`config.mk`:
```
export PLATFORM = sky130hd
export DESIGN_NAME = decode_scoreboard
export DESIGN_NICKNAME = d
export VERILOG_FILES = /design/src/rtl/custom_types_pkg.sv /design/src/rtl/sb_match.sv /design/src/rtl/decode_scoreboard.sv
export SDC_FILE = /design/constraint.sdc
export NUM_CORES = 1
export LEC_CHECK = 0
export ABC_CLOCK_PERIOD_IN_PS = 1800
export CAP_MARGIN = 20
export CORE_ASPECT_RATIO = 1.25
export CORE_MARGIN = 2
export CORE_UTILIZATION = 30
export DETAILED_ROUTE_END_ITERATION = 10
export PLACE_DENSITY_LB_ADDON = 0.15
export SYNTH_ARGS = -nofsm -noshare
export SYNTH_HDL_FRONTEND = slang
export SYNTH_SLANG_ARGS = --single-unit
```
`constraint.sdc`:
```
create_clock -name CLK -period 1.8 [get_ports CLK]
set_clock_uncertainty 0.15 [all_clocks]
set_input_delay 0.27 -clock CLK [delete_from_list [all_inputs] [get_ports CLK]]
set_output_delay 0.27 -clock CLK [all_outputs]
set_load 0.01 [all_outputs]
```
`src/rtl/custom_types_pkg.sv`:
```
// Shared types for the decode-stage issue scoreboard: the in-flight entry
// record and the forwarding-select encoding.
package custom_types_pkg;

    localparam int SB_REG_W = 5;

    // Forwarding select value meaning "read the register file".
    localparam int FWD_RF = 0;

    typedef struct packed {
        logic                valid;
        logic [SB_REG_W-1:0] dst;
        logic                load;
    } scoreboard_ent_t;

endpackage

```
`src/rtl/sb_match.sv`:
```
// Priority finder for one source operand: reports whether any in-flight
// entry writes the operand, and which entry (youngest first) it is.
module sb_match
    import custom_types_pkg::*;
#(
    parameter int PIPE_DEPTH = 3,
    parameter int IDX_W      = 2
) (
    input  scoreboard_ent_t [PIPE_DEPTH-1:0] ents_i,
    input  logic [SB_REG_W-1:0]              src_i,
    input  logic                             use_src_i,
    output logic                             hit_o,
    output logic [IDX_W-1:0]                 idx_o,
    output logic                             load_o
);

    // Walk oldest to youngest so the youngest match is the last one written.
    always_comb begin
        hit_o  = 1'b0;
        idx_o  = '0;
        load_o = 1'b0;
        for (int i = PIPE_DEPTH - 1; i >= 0; i--) begin
            if (use_src_i && (src_i != '0) && ents_i[i].valid && (ents_i[i].dst == src_i)) begin
                hit_o  = 1'b1;
                idx_o  = IDX_W'(i);
                load_o = ents_i[i].load;
            end
        end
    end

endmodule

```
`src/rtl/decode_scoreboard.sv`:
```
// Decode-stage issue scoreboard: tracks in-flight destination registers and
// decides issue / forward / stall for the instruction currently in decode.
module decode_scoreboard
    import custom_types_pkg::*;
#(
    parameter int PIPE_DEPTH = 3,
    parameter int LOAD_READY = 2,
    parameter int FORWARD    = 1,
    parameter int REG_W      = SB_REG_W,
    parameter int FWD_W      = $clog2(PIPE_DEPTH + 1)
) (
    input  logic             CLK,
    input  logic             nRST,
    input  logic             ihit,
    input  logic             mem_freeze,
    input  logic             flush,
    input  logic             issue_valid,
    input  logic [REG_W-1:0] rs,
    input  logic [REG_W-1:0] rt,
    input  logic             use_rs,
    input  logic             use_rt,
    input  logic [REG_W-1:0] dst,
    input  logic             dst_wen,
    input  logic             dst_load,
    output logic             stall,
    output logic [FWD_W-1:0] fwd_a,
    output logic [FWD_W-1:0] fwd_b,
    output logic             [FWD_W-1:0] inflight
);

    localparam logic [FWD_W-1:0] LOAD_READY_W = FWD_W'(LOAD_READY);
    localparam logic [FWD_W-1:0] FWD_RF_W     = FWD_W'(FWD_RF);

    scoreboard_ent_t [PIPE_DEPTH-1:0] ents_q;
    scoreboard_ent_t [PIPE_DEPTH-1:0] ents_d;

    logic [1:0][REG_W-1:0] src;
    logic [1:0]            use_src;
    logic [1:0]            stall_op;
    logic [1:0][FWD_W-1:0] fwd_op;

    logic advance;
    logic insert;

    assign src[0]     = rs;
    assign src[1]     = rt;
    assign use_src[0] = use_rs;
    assign use_src[1] = use_rt;

    // Index 0 resolves the rs operand, index 1 the rt operand.
    generate
        for (genvar gi = 0; gi < 2; gi++) begin : g_operand
            logic             hit;
            logic             load;
            logic [FWD_W-1:0] idx;
            logic             stall_s;
            logic [FWD_W-1:0] fwd_s;

            sb_match #(
                .PIPE_DEPTH(PIPE_DEPTH),
                .IDX_W     (FWD_W)
            ) u_match (
                .ents_i   (ents_q),
                .src_i    (SB_REG_W'(src[gi])),
                .use_src_i(use_src[gi]),
                .hit_o    (hit),
                .idx_o    (idx),
                .load_o   (load)
            );

            always_comb begin
                stall_s = 1'b0;
                fwd_s   = FWD_RF_W;
                if (hit) begin
                    if (FORWARD == 0) begin
                        stall_s = 1'b1;
                    end else if (load && (idx < LOAD_READY_W)) begin
                        stall_s = 1'b1;
                    end else begin
                        fwd_s = idx + FWD_W'(1);
                    end
                end
            end

            assign stall_op[gi] = stall_s;
            assign fwd_op[gi]   = fwd_s;
        end
    endgenerate

    // A squashed or empty decode slot never holds the front end.
    assign stall = (|stall_op) & issue_valid & ~flush;
    assign fwd_a = fwd_op[0];
    assign fwd_b = fwd_op[1];

    assign advance = ihit & ~mem_freeze;
    assign insert  = issue_valid & dst_wen & (dst != '0) & ~stall & ~flush;

    always_comb begin
        ents_d = ents_q;
        if (advance) begin
            for (int i = PIPE_DEPTH - 1; i >= 1; i--) begin
                ents_d[i] = ents_q[i-1];
            end
            if (insert) begin
                ents_d[0].valid = 1'b1;
                ents_d[0].dst   = SB_REG_W'(dst);
                ents_d[0].load  = dst_load;
            end else begin
                ents_d[0] = '0;
            end
        end
    end

    always_ff @(posedge CLK or negedge nRST) begin
        if (!nRST) begin
            ents_q <= '0;
        end else begin
            ents_q <= ents_d;
        end
    end

    always_comb begin
        inflight = '0;
        for (int i = 0; i < PIPE_DEPTH; i++) begin
            inflight = inflight + FWD_W'(ents_q[i].valid);
        end
    end

endmodule

```
==> results.py <==
metrics = {
    "pwr": {
        "power.sequential.fraction_pct": 44.3,
        "switching_power_w": 0.000327,
        "leakage_nw": 1.07,
        "ir_drop_v": 0.000365,
        "power.density_nw_per_um2": 523,
        "total_power_w": 0.00117,
        "clockPowerShare_pct": 25.1,
        "netSwitchingFraction_pct": 28.0,
        "relative_contribution_of_combinational_cells_to_total_power_pct": 30.6,
        "internal-power_w": 0.000840,
    },
    "global_route": {
        "grt_start_max_net_pins": 21,
        "grt_pass1_wl_um": 5910,
        "groute.usage.overall_pct": 15.4,
        "grt_antenna_before_repair": 0,
        "grt.overflow.total": 0,
        "grt_pass1_vias": 1249,
    },
    "setup_path": {
        "reg2reg_slack_ps": -550,
        "setup.worst_path.end": "fwd_a[1]",
        "worstSetupStartpointType": "flop",
        "crit_start": "ents_q[10]",
        "worst_setup_path_end_kind": "primary output",
        "required_ps": 1380,
        "rr_endpoint": "ents_q[1]",
        "path_max_fanout": 3,
        "critPathArrivalTime_ps": 2030,
        "worst_r2r_path_depth": 11,
        "timing_worst_setup_path_type": "reg2out",
        "r2r-start": "ents_q[9]",
    },
    "flow_run": {
        "timing.max_cap.violations": 0,
    },
    "hold_path": {
        "min-delay-path-class": "in2async",
    },
    "synthesis": {
        "syn_inst": 113,
        "post_synth_xor_area_fraction_pct": 19.6,
        "ys_warn_count": 0,
        "number_of_distinct_library_cells_after_synthesis": 32,
        "synth.cell_area_sq_um": 1340,
        "synth_top_family_by_area": "XOR/XNOR gates",
        "synth_compound_area_share_pct": 11.2,
        "muxShareOfSynthArea_pct": 10.9,
        "synth.avg_cell_area_sq_um": 11.9,
        "synthFlopType": "dfrtp_1",
        "share_of_synthesized_flip_flops_with_an_asynchronous_set_or_reset_pct": 100,
        "synth-seq-cells": 20,
        "post_synth_and_or_nand_nor_area_fraction_pct": 18.9,
        "syn_nets": 139,
        "yosys.area_share.adder_pct": 1.49,
        "synth_seq_area_share_pct": 37.3,
        "synth-edff-count": 0,
    },
    "layout": {
        "final_net_count": 229,
        "largest_register_ffs": 20,
        "multi_input_area_sq_um": 903,
        "diodes": 0,
        "layout-drive-gt1-share_pct": 53.7,
        "post-route-cell-area_sq_um": 2230,
        "layout.area.seq_sq_um": 504,
        "largest-register": "ents_q",
        "synthToLayoutAreaGrowth_pct": 66.7,
        "layout_top_registers": "ents_q x20",
        "n_fill_cell": 407,
    },
    "route": {
        "initialDrtViolationCount": 23,
        "detail_route.wirelength_um": 3680,
        "drt_first_pass_iters": 4,
        "post-route-drc-count": 0,
        "drt-vias-per-instance": 4.56,
        "detailroute.via_count": 1182,
        "antenna_violating_nets_post_route": 0,
        "routedWlPerCell_um": 14.2,
    },
    "run_status": {
        "status": "finished, violations left",
        "failing_checks": "negative setup slack",
    },
    "die": {
        "die_w_um": 63.8,
        "dieArea_sq_um": 5020,
        "floorplan.initialDensity_pct": 30.7,
        "die-height_um": 78.7,
        "core_footprint_sq_um": 4360,
        "rows": 27,
        "top_level_ports": 32,
    },
    "clocking": {
        "post_cts_hold_buffer_count": 0,
        "clock_sink_count": 20,
        "worstSkewPairLatency_ps": 260,
        "cts_max_level": 1,
        "max-clock-path-buffers": 2,
        "cts_buffers": 3,
        "clock_tree.root_cell": "clkbuf_8",
        "clkSlewWorstSetupHoldPaths_ps": 70,
        "cts_tree": "built",
    },
    "placed_design": {
        "detailedPlacementHpwl_um": 2720,
        "place_area_sq_um": 2010,
        "buffer_ports.inserted": 31,
        "gpl.final_weighted_congestion": 0.781,
    },
    "timing": {
        "final.period_utilization_pct": 136,
        "grt_setup_unrepaired": "true",
        "maxSlewViolCount": 0,
        "setup_violations": 13,
        "achievable-frequency_mhz": 408,
        "max_transition_margin_pct": 78.7,
        "finalHoldViolCount": 0,
        "period_needed_ps": 2450,
        "layout_setup_ws_ps": -651,
        "worstMarginPinSlew_ps": 317,
    },
}
-- power by group through the flow --
| stage | combinational [W] | clock (W) | sequential, W |
|---|---|---|---|
| 2_1_floorplan | 0.000140 | 0 | 0.000522 |
| 3_3_place_gp | 0.000308 | 0 | 0.000534 |
| 3_5_place_dp | 0.000315 | 0 | 0.000533 |
| 4_1_cts | 0.000348 | 0.000302 | 0.000518 |
| 5_1_grt | 0.000385 | 0.000325 | 0.000521 |
| 6_report | 0.000357 | 0.000292 | 0.000517 |
-- logic make-up (layout without fill, tap and decap cells) --
group | after synthesis | in the layout
compound gates | 17 | 17
xor+xnor | 30 | 30
fa+ha+maj | 1 | 1
buf+inv | 2 | 90
flops | 20 | 20
mux | 13 | 13
simple gates | 30 | 30
-- stage by stage --
stage | setup slack, ps | TNS [ps] | util (%) | cells | hold slack, ps
2_1_floorplan | -257 | -1340 | - | 113 | -176
3_3_place_gp | -1130 | -11530 | 46.2 | 239 | 416
3_5_place_dp | -1180 | -12040 | 46.2 | 239 | 424
4_1_cts | -727 | -5810 | 49.8 | 254 | 206
5_1_grt | -765 | -8100 | 51.2 | 259 | 218
6_report | -651 | -6660 | 51.2 | 259 | 201
-- Yosys cell counts (all sizes together) (2+ instances only) --
cell / number / area (sq um)
o21ai: 4 / 27.5
nand2: 4 / 15.0
nand2b: 2 / 12.5
nand4b: 4 / 56.3
and4b: 2 / 21.3
or2: 2 / 12.5
nor2: 2 / 7.51
mux2: 13 / 146
xor2: 16 / 140
or4: 3 / 26.3
dfrtp: 20 / 500
a22o: 6 / 52.6
a21oi: 3 / 15.0
nor3: 2 / 10.0
nor4: 4 / 58.8
nand3: 2 / 10.0
xnor2: 14 / 123
nand4: 2 / 12.5
-- layer usage --
layer / up-vias / global-route usage (%) / routed length, um
met5: - / 0 / 0
met4: 0 / 8.48 / 142
met3: 8 / 1.98 / 133
met2: 25 / 28.2 / 1960
met1: 560 / 17.1 / 1450
li1: 589 / - / -
-- how the worst min path moves through the flow --
stage | slack [ps] | from | end | depth (start not counted)
final | 200 | nRST | ents_q[11] | 2
after floorplan | -180 | nRST | ents_q[0] | 0
after global placement | 420 | ents_q[9] | ents_q[9] | 1
after global routing | 220 | nRST | ents_q[11] | 2
after CTS | 210 | nRST | ents_q[11] | 2
after detailed placement | 420 | ents_q[15] | ents_q[15] | 1
-- final cells by class --
type                       count  share of cell area, %
timing repair buffer          87                   31.9
sequential                    20                   22.6
tap                           58                   3.25
clock buffer                   3                   1.85
multi-input combinational     91                   40.4
-- placed cells by master, fill, tap and decap left out, drive strengths merged, types with 2 or more instances in the layout --
| cell | count |
|---|---|
| nand4 | 2 |
| clkdlybuf4s15 | 3 |
| a22o | 6 |
| nand4b | 4 |
| nor2 | 2 |
| nand2b | 2 |
| nor4 | 4 |
| nand3 | 2 |
| xnor2 | 14 |
| clkdlybuf4s50 | 15 |
| or4 | 3 |
| xor2 | 16 |
| nand2 | 4 |
| o21ai | 4 |
| and4b | 2 |
| mux2 | 13 |
| or2 | 2 |
| nor3 | 2 |
| a21oi | 3 |
| buf | 66 |
| dfrtp | 20 |
| dlygate4sd2 | 3 |
| clkbuf | 3 |
-- critical path, stage by stage, from the launching register on --
cell and delay, ps:
dfrtp_1 390, buf_6 120, xor2_2 140, nor4_2 310, buf_4 170, nand4b_4 130
or2_1 250, a21oi_2 120, buf_2 130
-- what timing repair did --
item	in CTS	in global routing
endpoints found under the setup margin	14	13
buffers inserted	12	5
pin swaps	25	10
resized for setup	69	5
Note: power is estimated with default switching activity, not from simulation.
